[src/rtl/afifo_rd_sched.sv]
// afifo_rd_sched: read-side scheduler for the 32x8 asynchronous FIFO.
// Runs entirely in the read-clock domain. It shares the single FIFO read port
// among N consumers using round-robin arbitration. Once a consumer is granted,
// it keeps the grant for a burst of up to BURST words.
//
// Each word passes through the states ISSUE -> CAPT -> HOLD:
//   ISSUE  read strobe to the FIFO
//   CAPT   capture the registered FIFO output
//   HOLD   valid/ready handshake with the granted consumer
// Only one FIFO read is ever in flight at a time.
//
// Ports
//   r_clk         read-domain clock, posedge
//   w_rst         synchronous active-high reset
//   i_fifo_empty  FIFO empty flag (registered in r_clk domain)
//   i_fifo_dout   FIFO read data, valid the cycle after o_fifo_r_en
//   o_fifo_r_en   FIFO read enable, one-cycle pulse per word
//   i_req         per-consumer request level
//   i_out_ready   per-consumer ready
//   o_gnt         one-hot grant, held for the whole burst
//   o_out_valid   one-hot data valid, always a subset of o_gnt
//   o_out_data    delivered word (registered)
//   o_busy        high whenever the scheduler is not idle
module afifo_rd_sched #(
  parameter int unsigned W     = 8,
  parameter int unsigned N     = 4,
  parameter int unsigned BURST = 4
) (
  input  logic         r_clk,
  input  logic         w_rst,
  input  logic         i_fifo_empty,
  input  logic [W-1:0] i_fifo_dout,
  output logic         o_fifo_r_en,
  input  logic [N-1:0] i_req,
  input  logic [N-1:0] i_out_ready,
  output logic [N-1:0] o_gnt,
  output logic [N-1:0] o_out_valid,
  output logic [W-1:0] o_out_data,
  output logic         o_busy
);

  localparam int unsigned PW  = (N > 1) ? $clog2(N) : 1;
  localparam int unsigned BCW = (BURST > 1) ? $clog2(BURST) : 1;

  typedef enum logic [1:0] {StIdle, StIssue, StCapt, StHold} state_e;

  state_e         r_state, w_state_d;
  logic [N-1:0]   r_gnt, w_gnt_d;
  logic [PW-1:0]  r_gidx, w_gidx_d;
  logic [PW-1:0]  r_rr_ptr, w_rr_ptr_d;
  logic [BCW-1:0] r_beat_cnt, w_beat_cnt_d;
  logic [N-1:0]   r_out_valid, w_out_valid_d;
  logic [W-1:0]   r_out_data, w_out_data_d;
  logic           r_fifo_r_en, w_fifo_r_en_d;

  logic           w_pick_vld;
  logic [PW-1:0]  w_pick_idx;
  logic [PW-1:0]  w_scan_idx;
  logic           w_burst_end;
  logic [PW-1:0]  w_rr_next;

  // Round-robin pick: first requester at or after r_rr_ptr, wrapping mod N.
  always_comb begin
    w_pick_vld = 1'b0;
    w_pick_idx = '0;
    w_scan_idx = '0;
    for (int k = 0; k < int'(N); k++) begin
      w_scan_idx = PW'((int'(r_rr_ptr) + k) % int'(N));
      if (!w_pick_vld && i_req[w_scan_idx]) begin
        w_pick_vld = 1'b1;
        w_pick_idx = w_scan_idx;
      end
    end
  end

  // Checked only at HOLD exit; the FIFO's empty flag has settled by then
  // because the last read strobe is at least two cycles old.
  assign w_burst_end = (r_beat_cnt == BCW'(BURST - 1)) || !i_req[r_gidx] || i_fifo_empty;
  assign w_rr_next   = (r_gidx == PW'(N - 1)) ? '0 : r_gidx + 1'b1;

  always_comb begin
    w_state_d     = r_state;
    w_gnt_d       = r_gnt;
    w_gidx_d      = r_gidx;
    w_rr_ptr_d    = r_rr_ptr;
    w_beat_cnt_d  = r_beat_cnt;
    w_out_valid_d = r_out_valid;
    w_out_data_d  = r_out_data;
    w_fifo_r_en_d = 1'b0;
    unique case (r_state)
      StIdle: begin
        if (w_pick_vld && !i_fifo_empty) begin
          w_state_d     = StIssue;
          w_gnt_d       = N'(1) << w_pick_idx;
          w_gidx_d      = w_pick_idx;
          w_fifo_r_en_d = 1'b1;
        end
      end
      StIssue: w_state_d = StCapt;
      StCapt: begin
        w_out_data_d  = i_fifo_dout;
        w_out_valid_d = r_gnt;
        w_state_d     = StHold;
      end
      StHold: begin
        if (i_out_ready[r_gidx]) begin
          w_out_valid_d = '0;
          if (w_burst_end) begin
            w_state_d    = StIdle;
            w_gnt_d      = '0;
            w_rr_ptr_d   = w_rr_next;
            w_beat_cnt_d = '0;
          end else begin
            w_state_d     = StIssue;
            w_beat_cnt_d  = r_beat_cnt + 1'b1;
            w_fifo_r_en_d = 1'b1;
          end
        end
      end
      default: w_state_d = StIdle;
    endcase
  end

  always_ff @(posedge r_clk) begin
    if (w_rst) begin
      r_state     <= StIdle;
      r_gnt       <= '0;
      r_gidx      <= '0;
      r_rr_ptr    <= '0;
      r_beat_cnt  <= '0;
      r_out_valid <= '0;
      r_out_data  <= '0;
      r_fifo_r_en <= 1'b0;
    end else begin
      r_state     <= w_state_d;
      r_gnt       <= w_gnt_d;
      r_gidx      <= w_gidx_d;
      r_rr_ptr    <= w_rr_ptr_d;
      r_beat_cnt  <= w_beat_cnt_d;
      r_out_valid <= w_out_valid_d;
      r_out_data  <= w_out_data_d;
      r_fifo_r_en <= w_fifo_r_en_d;
    end
  end

  assign o_gnt       = r_gnt;
  assign o_out_valid = r_out_valid;
  assign o_out_data  = r_out_data;
  assign o_fifo_r_en = r_fifo_r_en;
  assign o_busy      = (r_state != StIdle);

endmodule

[config.mk]
export PLATFORM = sky130hd
export DESIGN_NAME = afifo_rd_sched
export DESIGN_NICKNAME = d
export VERILOG_FILES = /design/src/rtl/afifo_rd_sched.sv
export SDC_FILE = /design/constraint.sdc
export NUM_CORES = 1
export LEC_CHECK = 0
export CAP_MARGIN = 30
export CORE_ASPECT_RATIO = 1.25
export CORE_MARGIN = 5
export CORE_UTILIZATION = 45
export CTS_CLUSTER_SIZE = 30
export DETAILED_ROUTE_END_ITERATION = 12
export GPL_TIMING_DRIVEN = 0
export PLACE_DENSITY = 0.83
export SLEW_MARGIN = 25
export SYNTH_ARGS = -nofsm -noshare
export SYNTH_HDL_FRONTEND = slang
export SYNTH_SLANG_ARGS = --single-unit
[constraint.sdc]
create_clock -name r_clk -period 3.13 [get_ports r_clk]
set_clock_uncertainty 0.05 [all_clocks]
set_input_delay 0.4695 -clock r_clk [delete_from_list [all_inputs] [get_ports r_clk]]
set_output_delay 0.4695 -clock r_clk [all_outputs]
set_load 0.005 [all_outputs]
### Yosys cells after proc, flatten, opt, wreduce, memory -nomap -nowiden

Index checks and enable logic that the tools add are counted.

* muxes and demuxes: 36
* equality and inequality tests: 8
* order comparisons: 5
* reductions and logical operators: 21
* shift operators: 1
* add/subtract/negate cells: 5

Operator list (count)
* two-way mux 2 bit: 8
* two-way mux 4 bit: 4
* one-hot mux 4 bit (2 select lines): 2
* < comparator 2 x 3 -> 1 bit (second input constant): 5
* two-way mux 1 bit: 14
* binary-select mux 1 bit (select 2 bit): 6
* equality test 2 bit (second input constant): 4
* one-hot mux 2 bit (4 select lines): 1
* AND reduction 2 bit: 4
* adder 2 x 1 -> 2 bit (second input constant): 3
* inequality test 2 bit (second input constant): 3
* nonzero test 2 bit: 3
* logical NOT 1 bit: 5
* adder 2 bit (second input constant): 2
* logical AND 1 bit: 4
* AND reduction 4 bit: 1
* left shift 1 x 2 -> 4 bit (first input constant): 1
* AND reduction 3 bit: 1
* equality test 2 x 1 -> 1 bit (second input constant): 1
* logical NOT 2 bit: 1
* logical OR 1 bit: 2
* one-hot mux 1 bit (2 select lines): 1

* register bits after elaboration: 25
* output and inout bits: 18
* bits of input ports: 19

### Depth between registers and ports, before layout

* depth after elaboration: 15
* depth in mapped cells: 7

### Worst setup path before layout

Ideal clock, no wire load.

* path kind: register to register
* start: register r_gidx[1]
* end: register r_gnt[0], in the netlist o_gnt[0]
* clock period less this slack: 1.900 ns
* data required time: 3.009 ns
* data arrival time: 1.779 ns
* stages on the path, launching flop included: 6
* buffers on the path: 0
* slack: 1.230 ns
* cells stage by stage: dfxtp_1 -> mux2i_1 -> o221ai_2 -> a211oi_4 -> or4b_1 -> a21oi_1

* word-level cells in the longest chain between the ends: 7
* elaborated cells between the ends (all ways): 10

Ends and longest elaborated chain
* start: declaration: line 49 `logic [PW-1:0] r_gidx, w_gidx_d;`
* start signal: assignment: line 137 `r_gidx <= w_gidx_d;`
* binary-select mux 1 bit (select 2 bit): line 78 `assign w_burst_end = (r_beat_cnt == BCW'(BURST - 1)) || !i_req[r_gidx] || i_fifo_empty;`
* two-way mux 1 bit (not written as such): line 78
* logical NOT 1 bit: line 78
* logical OR 1 bit (2 in series): line 78
* inequality test 2 bit (no source line)
* AND reduction 4 bit (no source line) *
* end signal: assignment: line 136 `r_gnt <= w_gnt_d;`
* end: declaration: line 48 `logic [N-1:0] r_gnt, w_gnt_d;`

Every way passes the cells marked *; elsewhere a longest branch is shown, timed or not. The select of a mux whose other input is x is not followed.
A chain may end at the register's enable or synchronous reset.

### Worst setup path after layout

* start: input i_req[2]
* end: register r_gnt[0], in the netlist o_gnt[0]

* word-level cells in the longest chain between the ends: 15
* elaborated cells between the ends (all ways): 34

Ends and longest elaborated chain
* start: declaration: line 34 `input logic [N-1:0] i_req,`
* binary-select mux 1 bit (select 2 bit): line 69 `if (!w_pick_vld && i_req[w_scan_idx]) begin`
* two-way mux 1 bit (not written as such): line 69
* two-way mux 1 bit: line 69
* logical NOT 1 bit: line 69
* logical AND 1 bit: line 69
* two-way mux 1 bit: line 69
* logical NOT 1 bit: line 69
* logical AND 1 bit: line 69
* two-way mux 1 bit: line 69
* logical NOT 1 bit: line 69
* logical AND 1 bit: line 69
* two-way mux 2 bit / two-way mux 1 bit (equally long branches): line 69
* left shift 1 x 2 -> 4 bit / logical AND 1 bit (equally long branches): line 94, 92
* two-way mux 4 bit / inequality test 2 bit (equally long branches)
* one-hot mux 4 bit (2 select lines) / AND reduction 4 bit (equally long branches)

Parallel ways exist; a longest one is shown, timed or not. The select of a mux whose other input is x is not followed.

==> summary.txt <==
Top FF cell, synth -> dfxtp_1
Largest net degree at the start of global routing -> 16
Post-Route WL -> 2.895 mm
Critical path class -> in2reg
Vias per cell -> 5.333
EDFF count, synth -> 0
Fin Setup TNS -> 0 ns
Vias in the first global route -> 1,144
Top Ports -> 37
FF-to-FF Start -> r_state[1]
Synthesized area -> 1209 µm²
Layout cells sized above 1 -> 4.706%
Max FO, Critical Path -> 8
ANT cells -> 0
Initial antenna violation count -> 0
Site Rows -> 21
Reg2reg end -> o_gnt[0]
Slew @ Worst Pin -> 0.5829 ns
Leakage power -> 0.5787 nW
Die ar. -> 3829 µm²
Period Utilization, post-route -> 73.97%
Syn Nets -> 156
Sequential area share after synthesis -> 41.41%
Core footprint -> 2628 µm²
Total Routing Usage GR -> 16.71%
Layout Utilization -> 62.10%
Period minus WS final -> 2.315 ns
Worst-path clk slew -> 0.14 ns
CP Launch Point -> i_req[2]
Port Buffers -> 35
TritonCTS buffer count -> 3
GRT met3 Usage -> 5.849%
Clk_lat worst skew -> 0.32 ns
NetSw -> 350.4 µW
VDD IR max -> 0.0003301 V
R2R Setup Slk -> 0.95 ns
Clock sink count -> 25
Synthesis-to-finish area growth -> 34.99%
Grt ovf -> 0
Crit path capture type -> flip-flop
Average cell area after synthesis -> 9.226 µm²
DP Wirelength -> 2.266 mm
CTS root buf -> clkbuf_4
FMAX -> 431.9 MHz
Share of power burned in registers -> 40.5%
Sw Share -> 35.23%
Ys Warns -> 0
Data required, critical path -> 3.34 ns
Gate power share -> 44.9%
Post-route ant nets -> 0
Starting Density -> 46.00%
RSZ-0062 raised after global routing -> no
Arr. time, crit path -> 2.52 ns
Chip height -> 67.95 µm
Initial DRC count -> 42
Router iterations before antenna repair -> 4
Max Buffers Root-to-Sink -> 2
Gpl congestion -> 0.7643
H-tree depth -> 1
Status -> finished, final reports clean
First-pass GRT wire length -> 5.133 mm
Max_cap viols -> 0
Clock power frac -> 14.6%
Layout net count -> 196
Critical path destination -> o_gnt[0]
Setup Fix Bufs, Post-CTS -> 0
Per-cell routed wire length -> 14.19 µm
Vias -> 1,088
Power density over the cells -> 609.7 nW/µm²
Post-Syn Instances -> 131
Hold Crit Class -> reg2reg
Fin. max-slew vios -> 0
Drt drc -> 0
Horiz. Die Dim -> 56.36 µm
Unique masters post-synth -> 33
Tot Pwr -> 994.7 µW
Most Crowded Layer GR -> met2
Power Internal -> 644.3 µW
Met2 GRT Util -> 31.87%
Hold Vio Cnt, Final -> 0
Post_cts resized -> 0
FF+latch count, synth -> 25
Register-to-Register Path Depth -> 6
CTS tree -> yes
Met1 Track Usage GR -> 17.16%
Post-synth ARST share -> 0%
Final setup fails -> 0
Cts hold-fix bufs -> 0
CP startpoint kind -> input pin
Rel. slew slack -> 61.14%
how the worst min path moves through the flow:
| stage | start | endpoint | slack [ns] | cells after the start |
|---|---|---|---|---|
| floorplan | r_beat_cnt[1] | r_beat_cnt[1] | 0.39 | 2 |
| global placement | r_beat_cnt[1] | r_beat_cnt[1] | 0.40 | 2 |
| detailed placement | r_beat_cnt[1] | r_beat_cnt[1] | 0.40 | 2 |
| CTS | r_beat_cnt[1] | r_beat_cnt[1] | 0.42 | 2 |
| global route | r_beat_cnt[1] | r_beat_cnt[1] | 0.46 | 2 |
| finish | r_beat_cnt[1] | r_beat_cnt[1] | 0.42 | 2 |
critical path, stage by stage:
cell and delay [ns]:
clkdlybuf4s50_1 0.51, mux2i_1 0.31, o221ai_2 0.19, a211oi_4 0.40, or4b_1 0.47, a21oi_1 0.17
logic make-up (layout without fill, tap and decap cells):
group,Yosys count,count (layout),share of synthesized area [%]
multiplexers,15,15,13.46
flip-flops,25,25,41.41
AO/OA/AOI/OAI,25,25,15.11
adder cells (fa/ha/maj),6,6,6.211
AND/OR/NAND/NOR,50,50,20.71
buffers and inverters,10,49,3.106
cell usage after synthesis, types with 2 or more instances:
master	n	share of area (%)
nor3_1	3	1.2
nand4b_1	2	1.4
inv_1	5	1.6
nor2_1	21	6.5
a21oi_1	8	3.3
ha_1	6	6.2
clkbuf_1	5	1.6
nand2b_1	4	2.1
nand3_1	2	0.83
or3_1	3	1.6
mux2i_1	14	12
o21a_1	2	1.2
o21ai_0	3	1.2
nand2_1	7	2.2
a22oi_1	4	2.5
dfxtp_1	25	41
routing by layer:
layer  vias to the layer above  routed length (µm)
met4                         0                  50
met2                        37                1416
met1                       505                1187
met3                         6                 241
met5                         -                   0
li1                        540                   -
layout make-up:
cell class                      instances  area, µm²
Buffer                                  5      18.77
Clock buffer                            3      22.52
Clock inverter                          1      7.507
Fill cell                             246      996.0
Inverter                                5      18.77
Multi-Input combinational cell         96      670.6
Sequential cell                        25      500.5
Tap cell                               34      42.54
Timing Repair Buffer                   35      350.3
layout by cell type (no fill, tap or decap), types with 2 or more instances in the layout:
cell type and n:
clkbuf_4 3, dfxtp_1 25, clkdlybuf4s50_1 35, clkbuf_1 5, mux2i_1 14, ha_1 6, nor3_1 3, nand2b_1 4
o21a_1 2, or3_1 3, a22oi_1 4, a21oi_1 8, inv_1 5, o21ai_0 3, nand2_1 7, nand4b_1 2
nor2_1 21, nand3_1 2
power groups by stage:
stage	Clock [mW]	Combinational, mW	Sequential (mW)
5_1_grt	0.167	0.500	0.409
4_1_cts	0.153	0.449	0.404
3_5_place_dp	0	0.446	0.411
6_report	0.145	0.446	0.403
2_1_floorplan	0	0.278	0.407
3_3_place_gp	0	0.430	0.406
through the flow:
stage               cell area (µm²)  instances  hold WS, ns  setup slack [ns]
finish                         1632        204       0.4181            0.8149
global route                   1632        204       0.4642            0.7214
CTS                            1632        204       0.4203            0.8592
detailed placement             1602        200       0.4023            0.5133
global placement               1602        200       0.3975            0.5516
floorplan                      1209        131       0.3856             1.230
registers in the layout, indices dropped and copies added (netlist names):
signal,flops
o_gnt,4
o_out_data,8
r_beat_cnt,2
r_rr_ptr,2
r_state,2
o_out_valid,4
r_gidx,2
o_fifo_r_en,1
Power figures use the tool's default switching activity.
==> variant 1 (config.mk and constraints unchanged) <==
The 4 states of `state_e` get a one-hot encoding in 4 bits.
--- a/src/rtl/afifo_rd_sched.sv
+++ b/src/rtl/afifo_rd_sched.sv
@@ -42,7 +42,7 @@
   localparam int unsigned PW  = (N > 1) ? $clog2(N) : 1;
   localparam int unsigned BCW = (BURST > 1) ? $clog2(BURST) : 1;
 
-  typedef enum logic [1:0] {StIdle, StIssue, StCapt, StHold} state_e;
+  typedef enum logic [3:0] {StIdle = 4'b0001, StIssue = 4'b0010, StCapt = 4'b0100, StHold = 4'b1000} state_e;
 
   state_e         r_state, w_state_d;
   logic [N-1:0]   r_gnt, w_gnt_d;
Behaviour: same outputs for any inputs over 10 cycles, from zero or initial values and one cycle with w_rst high; not proved beyond that.
==> variant 1 against the unedited design <==
Routed wire length grew 8.4%; synthesized cell count grew 9.9%; sequential cell count grew 2; sequential share of layout area grew 2.1 points; cell area grew 1.2%; critical path type is now reg -> out; worst setup slack lost 0.082 ns; cell count grew 6.9%; synthesized area grew 1.0%; via count grew 11%; count of clock-buffer cells in the layout is the same.
Power is not compared: it rests on default switching activity, and its combinational part moved more than twofold at a synthesized area within 25%.
==> variant 1: results (changes against the unedited design) <==
The multiplexer share of the synthesized area was 3.48% (-10 points); the fill cell total of the finished layout was 232 (-5.7%). The count of routing violations after the opening detailed-route iteration was 27 (-36%). Count of buffers inserted at the top-level ports: 36 (+2.9%). The synthesized-area fraction occupied by ao, oa, aoi and oai cells was 20.9% (+5.8 points). The largest driver fanout on the critical path is 7 (-1).

The run finished with clean final reports. The internal reg-to-reg setup slack came out at 1.01 ns (+0.06 ns). The top-area cell type share of the netlist area was 44.3% (+2.9 points).

The mean instance size in the synthesized netlist is 8.48 um2 (-8.1%), and the sequential share of the synthesized area is 44.3% (+2.9 points). The arithmetic-cell share of the synthesized area counting full adders, half adders and majority gates is 2.05% (-4.2 points), and the number of different library cells in the post-synthesis netlist is 35 (+6.1%). In this run the critical register-to-register path is captured at o_gnt[0]. Wire length of the first global-routing pass: 5430 um (+5.8%). The HPWL after detailed placement came out at 2440 um (+7.8%).

In this design, the largest share of critical-path delay is due to buffers and inverters. The logs give 1300 um (+9.5%) for the met1 routed wirelength after detailed routing and 0 (unchanged) for the number of synthesis warnings. The tools report the count of instances resized after the clock tree is built as 0 (unchanged). The via count of the first global-routing pass is 1202 (+5.1%). Total met3 wirelength after detailed routing: 250 um (+3.7%).

The tools report the amount of wire on met2 after detailed routing as 1540 um (+8.8%). In this run the worst setup path begins at r_state[1]. Final wirelength: 3140 um (+8.4%).

The tools report the origin of the worst min-delay path as o_out_data[4]. The clock period minus final worst setup slack was 2.40 ns (+0.0819 ns). The slowest cell on the critical path was sky130_fd_sc_hd__or4b_1. The signal arrival time at the worst endpoint is 1.88 ns (-0.64 ns), and the global-route total usage across every layer is 17.9% (+1.2 points). The cell depth of the worst flop-to-flop path was 5 (-1).

The worst slew slack as a fraction of its limit is 49.1% (-12 points), and the number of buffers on the longest clock path is 2 (unchanged). The tools report the pre-CTS setup slack as 0.669 ns (+0.155 ns). Of the total power, the share spent switching nets is 25.0%. First-pass iteration count of the detailed router: 5 (+1).

The share of final-layout standard cells stronger than drive strength 1 is 6.52% (+1.8 points), and the count of non-filler cells in the finished layout is 218 (+6.9%). In the synthesized netlist, the cells that appear most often are 27 x sky130_fd_sc_hd__dfxtp_1, 25 x sky130_fd_sc_hd__nand2_1, 20 x sky130_fd_sc_hd__a21oi_1, 6 x sky130_fd_sc_hd__nand3_1, 6 x sky130_fd_sc_hd__o21ai_0. The xor/xnor cell area share of the yosys netlist is 0.717% (+0.72 points). The number of placed instances with taps included came out at 214 (+7.0%). The most critical setup path has its endpoint at o_busy. Synthesized net count: 165 (+5.8%). Across the VDD grid, the largest voltage drop is 0.307 mV. Yosys attributes the largest share of cell area to sky130_fd_sc_hd__dfxtp_1 44%, sky130_fd_sc_hd__a21oi_1 8.2%, sky130_fd_sc_hd__nand2_1 7.7%.

For the routed via count, the log shows 1209 (+11%). CTS placed an instance of sky130_fd_sc_hd__clkbuf_4 at the clock tree root. The critical path's largest stage delay is 0.53 ns (+0.02 ns).
-- variant 1: per-stage QoR --
stage / total power [mW] / hold WS, ns / cell area (um2)
floorplan: 0.403 / 0.386 / 1220
global placement: 0.448 / 0.392 / 1620
detailed placement: 0.450 / 0.400 / 1620
CTS: 0.598 / 0.421 / 1650
global route: 0.624 / 0.450 / 1650
finish: 0.596 / 0.418 / 1650
-- variant 1: cell families (layout without fill, tap and decap cells) --
kind of cell / count (synthesis) / after routing
AO/OA/AOI/OAI: 41 / 41
XOR/XNOR: 1 / 1
adder cells (fa/ha/maj): 2 / 2
buffers and inverters: 11 / 51
flip-flops: 27 / 27
multiplexers: 3 / 3
AND/OR/NAND/NOR: 59 / 59
-- variant 1: cell type report --
cell class	count	share of cell area (%)
Clock inverter	1	0.303
Inverter	5	1.14
Tap cell	34	2.58
Multi-Input combinational cell	106	38.6
Sequential cell	27	32.7
Clock buffer	3	1.36
Buffer	6	1.44
Timing Repair Buffer	36	21.8
-- variant 1: how the worst min path moves through the flow --
stage,end,cells after the start,slack (ns)
finish,o_out_data[4],2,0.42
global route,o_out_valid[2],2,0.45
CTS,o_out_data[4],2,0.42
detailed placement,o_out_data[4],2,0.40
global placement,r_beat_cnt[1],2,0.39
floorplan,r_beat_cnt[1],2,0.39
-- variant 1: per-layer routing --
layer | GRT usage (%) | vias up
met5 | 0 | -
met1 | 19.5 | 558
met3 | 5.09 | 5
met2 | 33.2 | 44
li1 | - | 602
met4 | 6.23 | 0
-- variant 1: worst min-delay path: cells and delay by family (launching register included) --
kind | cells | cell delay [ns]
flops | 1 | 0.34
simple gates | 1 | 0.05
compound gates | 1 | 0.05
==> variant 2 (config.mk and constraints unchanged) <==
Made on the original files. `W`: 8 -> 12.
--- a/src/rtl/afifo_rd_sched.sv
+++ b/src/rtl/afifo_rd_sched.sv
@@ -22,7 +22,7 @@
 //   o_out_data    delivered word (registered)
 //   o_busy        high whenever the scheduler is not idle
 module afifo_rd_sched #(
-  parameter int unsigned W     = 8,
+  parameter int unsigned W     = 12,
   parameter int unsigned N     = 4,
   parameter int unsigned BURST = 4
 ) (
Ports: changed (resized i_fifo_dout and o_out_data); port bits go from 37 to 45. No check against the original RTL was run, so the function may have changed too.
==> variant 2 against the unedited design <==
Sequential cell count up 4; cell count up 14%; count of clock-buffer cells in the layout up 4; routed wire length up 22%; sequential share of layout area down 0.74 points; power up 25%; hold slack better by 0.0063 ns; core utilization up 3.8 points; worst setup slack better by 0.076 ns; cell area up 19%; synthesized area up 14%; largest cell class unchanged.
==> variant 2: results (changes against the unedited design) <==
The flow ran to the end, and the final reports show no timing, DRC or antenna violations. The share of final-layout standard cells stronger than drive strength 1 is 7.61% (+2.9 points). The via count of the first global-routing pass was 1337 (+17%); the count of inverters other than clock inverters in the layout was 6 (+1).

The tools report the net total in the final layout as 225 (+15%). Top-area cell type share of the netlist area: 42.0% (+0.55 points). The fill cell total of the finished layout is 249 (+1.2%), and the flip-flop count of the largest register, all copies and words added is 12 (+4). The logs give 48.0% (-13 points) for the worst slew slack as a fraction of its limit and 5840 um (+14%) for the wire length of the first global-routing pass. Ranked by total cell area, the synthesized netlist is headed by sky130_fd_sc_hd__dfxtp_1 42%, sky130_fd_sc_hd__mux2i_1 11%, sky130_fd_sc_hd__nor2_1 6.0%. For the routed via count, the log shows 1245 (+14%).

The tools report the TritonCTS buffer count as 5 (+2). The peak supply drop is 0.478 mV (+45%). The depth of the CTS H-tree is 2 (+1).

The via count normalized by instance count was 5.34 (+0.19%). Share of final layout cell area taken by non-clock buffers: 23.9% (+1.2 points). The pre-CTS setup slack was 0.539 ns (+0.0260 ns); the HPWL after detailed placement was 2720 um (+20%).

The tools report the global-route total usage across every layer as 17.9% (+1.2 points). The clock tree cell share of total cell area works out to 3.61% (+1.8 points). The count of multi-input gates was 105 (+9.4%). CTS clock-pin slew for the worst setup and hold paths: 0.09 ns (-0.05 ns). The share of the final layout cell area in multi-input gates was 39.1% (-2.0 points). The sequential share of the synthesized area is 42.0% (+0.55 points), and the signal arrival time at the worst endpoint is 2.40 ns (-0.12 ns).
## variant 2: cell families (layout without fill, tap and decap cells)
family,after synthesis,in the layout,share of synthesized area [%]
and+or+nand+nor,52,52,19.0
adders and majority gates,6,6,5.42
muxes,16,16,12.5
DFF,29,29,42.0
AOI/OAI and AO/OA,31,31,17.9
buffers and inverters,11,63,3.25
## variant 2: per-layer routing
| metal | share of wire (%) | wire (um) |
|---|---|---|
| met1 | 39 | 1380 |
| met2 | 49 | 1740 |
| met3 | 9.6 | 337 |
| met4 | 1.7 | 61 |
| met5 | 0 | 0 |
## variant 2: per-stage QoR
stage          cell area (um2)  util, %
2_1_floorplan             1380        -
3_5_place_dp              1870     63.5
3_3_place_gp              1870     63.5
4_1_cts                   1940     65.8
5_1_grt                   1940     65.8
6_report                  1940     65.8
## variant 2: critical path, stage by stage
cell and delay, ns:
sky130_fd_sc_hd__clkdlybuf4s50_1 0.50, sky130_fd_sc_hd__nor4_1 0.73, sky130_fd_sc_hd__o21ai_4 0.14, sky130_fd_sc_hd__a31oi_4 0.32
sky130_fd_sc_hd__or4b_1 0.17, sky130_fd_sc_hd__a21oi_1 0.06
## variant 2: path summary, 6_finish.rpt
| kind | startpoint | endpoint | slack [ns] | cells past startpoint |
|---|---|---|---|---|
| setup reg to reg | r_gidx[0] | o_gnt[1] | 1.10 | 5 |
| hold reg to reg | r_beat_cnt[1] | r_beat_cnt[1] | 0.42 | 2 |
| setup / recovery | i_req[3] | o_gnt[1] | 0.89 | 6 |
| hold / removal | r_beat_cnt[1] | r_beat_cnt[1] | 0.42 | 2 |
## variant 2: report_power, final
part | switching [mW] | internal (mW)
clock | 0.132 | 0.130
combinational | 0.241 | 0.263
sequential | 0.0449 | 0.430
total | 0.418 | 0.822
